--- src/rtl/vector_magnitude_pkg.sv ---
// Shared width constants and the vector_magnitude state type.
`ifndef BYTE_BITS
`define BYTE_BITS 8
`endif

package vector_magnitude_pkg;

    localparam int BYTE_BITS = `BYTE_BITS;

    typedef enum logic [2:0] {
        IDLE,
        MUL_X,
        MUL_Y,
        SQRT_REQ,
        SQRT_WAIT,
        ROUND,
        DONE
    } vector_magnitude_state_t;

endpackage

--- src/rtl/int_sqrt.sv ---
// Iterative integer square root: one result bit per enabled cycle, floor root.
// Active-high asynchronous reset; done pulses for one enabled cycle with root valid.
module int_sqrt #(
    parameter int WIDTH = 16
) (
    input  logic                 clk,
    input  logic                 reset,
    input  logic                 clk_en,
    input  logic                 start,
    input  logic [WIDTH-1:0]     radicand,
    output logic [WIDTH/2-1:0]   root,
    output logic                 done
);

    localparam int HALF = WIDTH / 2;
    localparam int CW   = $clog2(HALF) + 1;

    logic [WIDTH-1:0] rad_q;
    logic [HALF+1:0]  rem_q;
    logic [CW-1:0]    count_q;
    logic             busy_q;
    logic [HALF+1:0]  rem_shift;
    logic [HALF+1:0]  trial;

    // Bring down the next two radicand bits and form the trial subtrahend 4*root+1.
    always_comb begin
        rem_shift = {rem_q[HALF-1:0], rad_q[WIDTH-1 -: 2]};
        trial     = {root, 2'b01};
    end

    always_ff @(posedge clk or posedge reset) begin
        if (reset) begin
            rad_q   <= '0;
            rem_q   <= '0;
            root    <= '0;
            count_q <= '0;
            busy_q  <= 1'b0;
            done    <= 1'b0;
        end else if (clk_en) begin
            done <= 1'b0;
            if (start) begin
                rad_q   <= radicand;
                rem_q   <= '0;
                root    <= '0;
                count_q <= '0;
                busy_q  <= 1'b1;
            end else if (busy_q) begin
                rad_q <= rad_q << 2;
                if (rem_shift >= trial) begin
                    rem_q <= rem_shift - trial;
                    root  <= {root[HALF-2:0], 1'b1};
                end else begin
                    rem_q <= rem_shift;
                    root  <= {root[HALF-2:0], 1'b0};
                end
                count_q <= count_q + 1'b1;
                if (count_q == CW'(HALF - 1)) begin
                    busy_q <= 1'b0;
                    done   <= 1'b1;
                end
            end
        end
    end

endmodule

--- src/rtl/vector_magnitude_fsm.sv ---
// Control FSM for vector_magnitude: state register, bit counter and handshakes.
// Optional ROUND step enabled by VECTOR_MAGNITUDE_ROUND_EN.
module vector_magnitude_fsm
    import vector_magnitude_pkg::*;
#(
    parameter int NUM_BITS = BYTE_BITS
) (
    input  logic                          clk,
    input  logic                          reset,
    input  logic                          clk_en,
    input  logic                          trigger,
    input  logic                          sqrt_done,
    output vector_magnitude_state_t       state,
    output logic [$clog2(NUM_BITS)-1:0]   bit_idx,
    output logic                          accept,
    output logic                          sqrt_start,
    output logic                          rdy,
    output logic                          done
);

    localparam int CNT_W = $clog2(NUM_BITS);

    vector_magnitude_state_t next_state;
    logic                    last_bit;

    assign last_bit = (bit_idx == CNT_W'(NUM_BITS - 1));

    always_ff @(posedge clk or negedge reset) begin
        if (!reset) begin
            state   <= IDLE;
            bit_idx <= '0;
        end else if (clk_en) begin
            state <= next_state;
            if ((state == MUL_X || state == MUL_Y) && !last_bit) begin
                bit_idx <= bit_idx + 1'b1;
            end else begin
                bit_idx <= '0;
            end
        end
    end

    always_comb begin
        next_state = state;
        rdy        = 1'b0;
        done       = 1'b0;
        sqrt_start = 1'b0;
        accept     = 1'b0;
        case (state)
            IDLE, DONE: begin
                rdy    = 1'b1;
                done   = (state == DONE);
                accept = trigger && clk_en;
                if (trigger) begin
                    next_state = MUL_X;
                end
            end
            MUL_X: begin
                if (last_bit) begin
                    next_state = MUL_Y;
                end
            end
            MUL_Y: begin
                if (last_bit) begin
                    next_state = SQRT_REQ;
                end
            end
            SQRT_REQ: begin
                sqrt_start = 1'b1;
                next_state = SQRT_WAIT;
            end
            SQRT_WAIT: begin
                if (sqrt_done) begin
`ifdef VECTOR_MAGNITUDE_ROUND_EN
                    next_state = ROUND;
`else
                    next_state = DONE;
`endif
                end
            end
`ifdef VECTOR_MAGNITUDE_ROUND_EN
            ROUND: begin
                next_state = DONE;
            end
`endif
            default: begin
                next_state = IDLE;
            end
        endcase
    end

endmodule

--- src/rtl/vector_magnitude.sv ---
// Vector magnitude sqrt(dx^2+dy^2) by shift-add squaring and an iterative root.
// Define VECTOR_MAGNITUDE_ROUND_EN to round to nearest instead of floor.
module vector_magnitude
    import vector_magnitude_pkg::*;
#(
    parameter int NUM_BITS = BYTE_BITS
) (
    input  logic                       clk,
    input  logic                       reset,
    input  logic                       clk_en,
    input  logic signed [NUM_BITS-1:0] dx,
    input  logic signed [NUM_BITS-1:0] dy,
    input  logic                       trigger,
    output logic [NUM_BITS-1:0]        mag_out,
    output logic                       done,
    output logic                       rdy
);

    localparam int ACC_W = 2 * NUM_BITS;

    vector_magnitude_state_t           state;
    logic [$clog2(NUM_BITS)-1:0]       bit_idx;
    logic                              accept;
    logic                              sqrt_start;
    logic                              sqrt_done;
    logic                              sqrt_reset;
    logic [NUM_BITS-1:0]               root;
    logic [NUM_BITS-1:0]               abs_x;
    logic [NUM_BITS-1:0]               abs_y;
    logic [NUM_BITS-1:0]               dx_mag;
    logic [NUM_BITS-1:0]               dy_mag;
    logic [NUM_BITS-1:0]               operand;
    logic [ACC_W-1:0]                  acc;
    logic [ACC_W-1:0]                  term;

    // Two's complement negation of the most negative value yields 2^(NUM_BITS-1) unsigned.
    assign dx_mag     = dx[NUM_BITS-1] ? (~dx + 1'b1) : dx;
    assign dy_mag     = dy[NUM_BITS-1] ? (~dy + 1'b1) : dy;
    assign operand    = (state == MUL_X) ? abs_x : abs_y;
    assign term       = operand[bit_idx] ? (ACC_W'(operand) << bit_idx) : '0;
    assign sqrt_reset = ~reset;

`ifdef VECTOR_MAGNITUDE_ROUND_EN
    logic [ACC_W-1:0] floor_sq;
    logic             round_up;

    assign floor_sq = ACC_W'(mag_out) * ACC_W'(mag_out);
    assign round_up = (acc - floor_sq) > ACC_W'(mag_out);
`endif

    vector_magnitude_fsm #(
        .NUM_BITS (NUM_BITS)
    ) u_fsm (
        .clk        (clk),
        .reset      (reset),
        .clk_en     (clk_en),
        .trigger    (trigger),
        .sqrt_done  (sqrt_done),
        .state      (state),
        .bit_idx    (bit_idx),
        .accept     (accept),
        .sqrt_start (sqrt_start),
        .rdy        (rdy),
        .done       (done)
    );

    int_sqrt #(
        .WIDTH (ACC_W)
    ) u_sqrt (
        .clk      (clk),
        .reset    (sqrt_reset),
        .clk_en   (clk_en),
        .start    (sqrt_start),
        .radicand (acc),
        .root     (root),
        .done     (sqrt_done)
    );

    always_ff @(posedge clk or negedge reset) begin
        if (!reset) begin
            abs_x   <= '0;
            abs_y   <= '0;
            acc     <= '0;
            mag_out <= '0;
        end else if (clk_en) begin
            if (accept) begin
                abs_x   <= dx_mag;
                abs_y   <= dy_mag;
                acc     <= '0;
                mag_out <= '0;
            end else if (state == MUL_X || state == MUL_Y) begin
                acc <= acc + term;
            end else if (state == SQRT_WAIT && sqrt_done) begin
                mag_out <= root;
            end
`ifdef VECTOR_MAGNITUDE_ROUND_EN
            else if (state == ROUND && round_up) begin
                mag_out <= mag_out + 1'b1;
            end
`endif
        end
    end

endmodule
--- config.mk ---
export PLATFORM = sky130hd
export DESIGN_NAME = vector_magnitude
export DESIGN_NICKNAME = d
export VERILOG_FILES = /design/src/rtl/vector_magnitude_pkg.sv /design/src/rtl/int_sqrt.sv /design/src/rtl/vector_magnitude_fsm.sv /design/src/rtl/vector_magnitude.sv
export SDC_FILE = /design/constraint.sdc
export NUM_CORES = 1
export LEC_CHECK = 0
export CAP_MARGIN = 10
export CORE_MARGIN = 5
export CORE_UTILIZATION = 50
export DETAILED_ROUTE_END_ITERATION = 7
export PLACE_DENSITY = 0.77
export SYNTH_ARGS = -nofsm -noshare
export SYNTH_HDL_FRONTEND = slang
export SYNTH_SLANG_ARGS = --single-unit
--- constraint.sdc ---
create_clock -name clk -period 6.85 [get_ports clk]
set_input_delay 1.37 -clock clk [delete_from_list [all_inputs] [get_ports clk]]
set_output_delay 1.37 -clock clk [all_outputs]
set_load 0.02 [all_outputs]
-- After elaboration in Yosys (flattened, before gate mapping)
Index checks and enable logic that the tools add are counted.
- flip-flop bits (word level): 84
- logic and storage cells: 87
- add/subtract/negate cells: 6
- magnitude comparators: 2
- equality and inequality tests: 12
- shifts and indexed selects: 1
- muxes and demuxes: 37
- bitwise gates (word level): 2
- reduce and logical (&&, ||, !) cells: 15
- operators with widths (kind ; number):
    $mux 8 ; 11
    $mux 16 ; 5
    $add 16x16->16 ; 1
    $add 8x1->8 const B ; 2
    $not 8->8 ; 2
    $shl 8x3->16 ; 1
    $mux 3 ; 5
    $pmux 3 s5 ; 1
    $mux 1 ; 12
    $ge 10x10->1 ; 1
    $eq 3x3->1 const B ; 3
    $mux 4 ; 2
    $sub 8x8->8 ; 1
    $eq 3x2->1 const B ; 2
    $ne 2x1->1 const B ; 3
    $reduce_and 2->1 ; 3
    $reduce_bool 2->1 ; 3
    $reduce_and 5->1 ; 1
    $add 4x1->4 const B ; 1
    $eq 4x3->1 const B ; 1
    $lt 3x4->1 const B ; 1
    $ne 2x2->1 const B ; 2
    $add 3x1->3 const B ; 1
    $bmux 1 s3 ; 1
    7 further kinds ; 9

-- Logic depth before layout (Yosys ltp)
- word-level depth: 8
- gate-level depth with buffers: 14

-- Cells and area by module
Synthesis repeated with hierarchy kept, for this count alone.
- cell total of the unflattened synthesis: 607
- area, all modules: 5490.3 sq um
- modules (own cells, without submodules) (module ; instances ; cells each ; area an instance (sq um) ; sequential area each (sq um)):
    vector_magnitude ; 1 ; 353 ; 3007.9 ; 1001.0
    int_sqrt ; 1 ; 215 ; 2070.7 ; 950.9
    vector_magnitude_fsm ; 1 ; 39 ; 411.6 ; 150.1

-- Worst setup path after synthesis
Ideal clock, no wire load.
- path kind: reg-to-reg
- start: register u_fsm.state[2]
- end: register acc[13]
- library setup time: 0.146 ns
- data arrival time: 3.403 ns
- setup slack: 3.301 ns
- cell stages (with the launch flop): 15
- buffers on the path: 2
- period minus slack after synthesis: 3.549 ns
- path through: dfrtp_1 -> nor3b_2 -> buf_6 -> mux2i_1 -> mux4_2 -> or2_1 -> buf_6 -> nor2_1 -> ha_1 -> a21oi_1 -> o22ai_1 -> a2111oi_2 -> o311ai_0 -> a2111oi_0 -> a211oi_1
- longest elaborated chain between the ends: 8
- elaborated cells on any way between the ends: 17
- those cells by class: 1 x add/sub; 3 x eq/ne; 1 x shift; 7 x mux; 5 x reduce/logical
- RTL lines (what ; RTL line ; text):
    start, declared ; vector_magnitude_fsm.sv:13 ; output vector_magnitude_state_t state,
    start signal, assigned ; vector_magnitude_fsm.sv:33 ; state <= next_state;
    $eq 3x1->1 ; vector_magnitude.sv:39, vector_magnitude.sv:91 ;
    $mux 8 ; vector_magnitude.sv:39 ; assign operand = (state == MUL_X) ? abs_x : abs_y;
    $bmux 1 s3 ; vector_magnitude.sv:40 ; assign term = operand[bit_idx] ? (ACC_W'(operand) << bit_idx) : '0;
    $mux 1 (implied by the code) ; vector_magnitude.sv:40 ;
    $mux 16 ; vector_magnitude.sv:40 ;
    $add 16x16->16 ; vector_magnitude.sv:92 ; acc <= acc + term;
    $mux 16 ; vector_magnitude.sv:91 ; end else if (state == MUL_X || state == MUL_Y) begin
    $mux 16 ; vector_magnitude.sv:86 ; if (accept) begin
    end signal, assigned ; vector_magnitude.sv:92 ;
    end, declared ; vector_magnitude.sv:33 ; logic [ACC_W-1:0] acc;
Parallel ways exist; a longest one is shown, timed or not. The select of a mux whose other input is x is not followed.
A chain may end at the register's enable or synchronous reset.

-- Worst setup path in the final report
- start: register u_fsm.state[0]
- end: register acc[13]
Same word-level chain as after synthesis.

==> results.toml <==
[outcome]
status = "complete, no violations"

[synthesis]
yosys_warnings = 0
synth-seq-cells = 84
synth_area_mm2 = 0.00521
synth_area_per_cell_um2 = 8.83
synth_edf_count = 0
yosysUniqueCellTypes = 52
ys.flop_type = "dfrtp_1"
seq_area_frac_synth = 0.404
syn_nets = 641
async_reset_ff_frac = 1.00
synthCells = 590

[final_layout]
synthToLayoutAreaGrowth_pct = 11.4
drive_gt1_frac = 0.0458
fillCellCount = 893
multi_input_comb_area_mm2 = 0.00291
final_area_mm2 = 0.00580
regArea_mm2 = 0.00210
antennaDiodeCount = 0
final_nets = 658

[sta]
setup_viol = 0
slew_headroom = 0.292
tns_ns = 0
fmax_ghz = 0.219
drv_slew = 0
period_minus_slack_ns = 4.56
rsz0062_at_grt = "no"
worst_pin_slew_ns = 1.06
timing.final.crit_share = 0.666
hold_viol_final = 0
clock-skew-final_ns = 0.0125

[setup_path]
path_max_fanout = 13
reg2reg_depth = 12
cp_slowest_cell = "nor3b_2"
regToRegStartpoint = "u_fsm.state[0]"
worst_r2r_endpoint = "acc[13]"
required_ns = 7.07
critPathCaptureType = "register"
critPathLaunchType = "register"
max_stage_delay_ns = 0.69
reg2reg_slack_ns = 2.29
crit_chain = "nor3b_2 -> mux2i_1 -> mux4_2 -> or2_1 -> nor2_1 -> ha_1 -> a21oi_1 -> o22ai_1 -> a2111oi_2 -> o311ai_0 -> a2111oi_0 -> a211oi_1"
cp.arrival_ns = 4.78
worstSetupStartpoint = "u_fsm.state[0]"
path_class = "register to register"

[placement]
dpl.hpwl_um = 8670
place.gp.congestion = 0.886
io_buffers = 29
placed_area_mm2 = 0.00558

[die]
die_w_um = 112
io_pins = 30
die-area_mm2 = 0.0126
die_y_um = 112
core_mm2 = 0.0102
start_util = 0.509
row_count = 37

[power]
ir_drop_mv = 0.232
p_per_area_mw_per_mm2 = 427
power_mw = 2.48
p_leak_nw = 2.52

[route]
wirelength_um = 11600
viasPerCell = 5.84
routed-via-count = 4372
drt_first_pass_iters = 5
drtAntennaViolNets = 0
drcViolationCount = 0
wire_per_inst_um = 15.6
drtIter0Drc = 278

[clock_network]
clkSlewWorstSetupHoldPaths_ns = 0.09
cts.sinks = 84
htreeDepth = 3
cts_made_buffers = 9
cts.path.max_buffers = 2
holdBufCountCts = 0
cts_tree = "done"
clk_latency_ns = 0.36
cts_resized = 0
root_buffer = "clkbuf_8"
cts_setup_buffers = 0

[global_routing]
grt_max_degree = 85
grt_pass1_vias = 4266
grt_pass1_wl_um = 20200
grt_usage = 0.192
overflow = 0
antenna_found_initial = 0

[worst_hold_path]
whs_path_depth = 2
hold_path.startpoint = "abs_x[6]"
holdCritPathClass = "register to register"
min_to = "abs_x[6]"

[run]
drv_cap = 0
## stage by stage
step	util	setup WS [ns]	std cells	hold slack [ns]
after detailed placement	0.545	2.37	732	0.473
after CTS	0.567	2.33	748	0.494
final	0.567	2.29	748	0.495
after global routing	0.567	1.85	748	0.529
after global placement	0.545	2.58	732	0.470
after floorplan	-	3.30	590	0.444
## worst max path at each step
stage                    to  depth (start not counted)  slack (ns)
detailed placement  acc[13]                         12        2.37
CTS                 acc[13]                         12        2.33
finish              acc[13]                         12        2.29
global route        acc[13]                         12        1.85
floorplan           acc[13]                         14        3.30
global placement    acc[13]                         12        2.58
## cell usage after synthesis (3+ instances only)
library cell / number / area share
and3_1: 6 / 0.0072
xnor2_1: 12 / 0.020
o22ai_1: 25 / 0.030
clkbuf_1: 19 / 0.014
and2_1: 3 / 0.0036
mux2i_1: 30 / 0.058
nand2b_1: 4 / 0.0048
o21a_1: 3 / 0.0043
buf_2: 5 / 0.0048
a22o_1: 4 / 0.0067
xor2_1: 15 / 0.025
inv_1: 23 / 0.017
a21oi_1: 38 / 0.037
ha_1: 30 / 0.072
o41ai_1: 3 / 0.0050
nand3_1: 17 / 0.016
dfrtp_1: 84 / 0.40
nand2_1: 76 / 0.055
a21o_1: 3 / 0.0043
or3_1: 4 / 0.0048
o21ai_0: 55 / 0.053
nor2_1: 55 / 0.040
nor3_1: 12 / 0.012
o31ai_1: 4 / 0.0058
nor2b_1: 7 / 0.0084
a211oi_1: 5 / 0.0072
o311ai_0: 5 / 0.0084
a31oi_1: 7 / 0.0084
a32o_1: 3 / 0.0058
nand4_1: 3 / 0.0036
## layout by cell type, fill, tap and decap left out, types with 5 or more instances in the layout
master           instances
and3_1                   6
nor2b_1                  7
clkbuf_8                 9
a31oi_1                  7
o22ai_1                 25
nor2_1                  55
nand2_1                 76
o21ai_0                 55
mux2i_1                 30
xnor2_1                 12
dfrtp_1                 84
o311ai_0                 5
inv_1                   23
nand3_1                 17
ha_1                    30
xor2_1                  15
a211oi_1                 5
nor3_1                  12
clkdlybuf4s50_1         28
a21oi_1                 38
## area by class of cell
type / count / area share
multi-input cells: 457 / 0.501
flip-flops and latches: 84 / 0.362
repair buffers: 32 / 0.0535
well taps: 136 / 0.0293
clock buffers: 9 / 0.0213
clock inverters: 7 / 0.0179
inverters: 23 / 0.0149
## registers in the layout (all words and copies together) (netlist names)
name / count
abs_x: 8
abs_y: 8
acc: 16
mag_out: 8
u_fsm.bit_idx: 3
u_fsm.state: 3
u_sqrt.busy_q: 1
u_sqrt.count_q: 4
u_sqrt.done: 1
u_sqrt.rad_q: 16
u_sqrt.rem_q: 8
u_sqrt.root: 8
## metal layers
metal / routed length [µm] / track usage / up-vias / part of all wire
met5: 0 / 0 / - / 0
met4: 166 / 0.0569 / 0 / 0.014
met3: 418 / 0.0350 / 16 / 0.036
met2: 5790 / 0.329 / 90 / 0.50
met1: 5260 / 0.250 / 2104 / 0.45
li1: - / - / 2162 / -
## where the power goes
group / internal (mW) / switching [mW] / leakage (nW)
clock network: 0.211 / 0.195 / 0.115
registers: 0.671 / 0.168 / 1.08
logic: 0.503 / 0.728 / 1.32
## cells by family (layout without fill, tap and decap cells)
family | after synthesis | after routing | synth area share
AND/OR/NAND/NOR | 198 | 198 | 0.172
AO/OA/AOI/OAI | 168 | 168 | 0.197
flip-flops | 84 | 84 | 0.404
buffers and inverters | 49 | 71 | 0.0394
multiplexers | 33 | 33 | 0.0663
adder cells (fa/ha/maj) | 31 | 31 | 0.0759
XOR/XNOR | 27 | 27 | 0.0454
## worst max-delay path: cells and delay by family, from the launching register on
| kind | cells | cell delay (ns) |
|---|---|---|
| compound gates | 6 | 1.58 |
| fa+ha+maj | 1 | 0.29 |
| flops | 1 | 0.58 |
| mux | 2 | 0.83 |
| simple gates | 3 | 1.16 |
No activity file was read; power rests on OpenSTA's default activity.
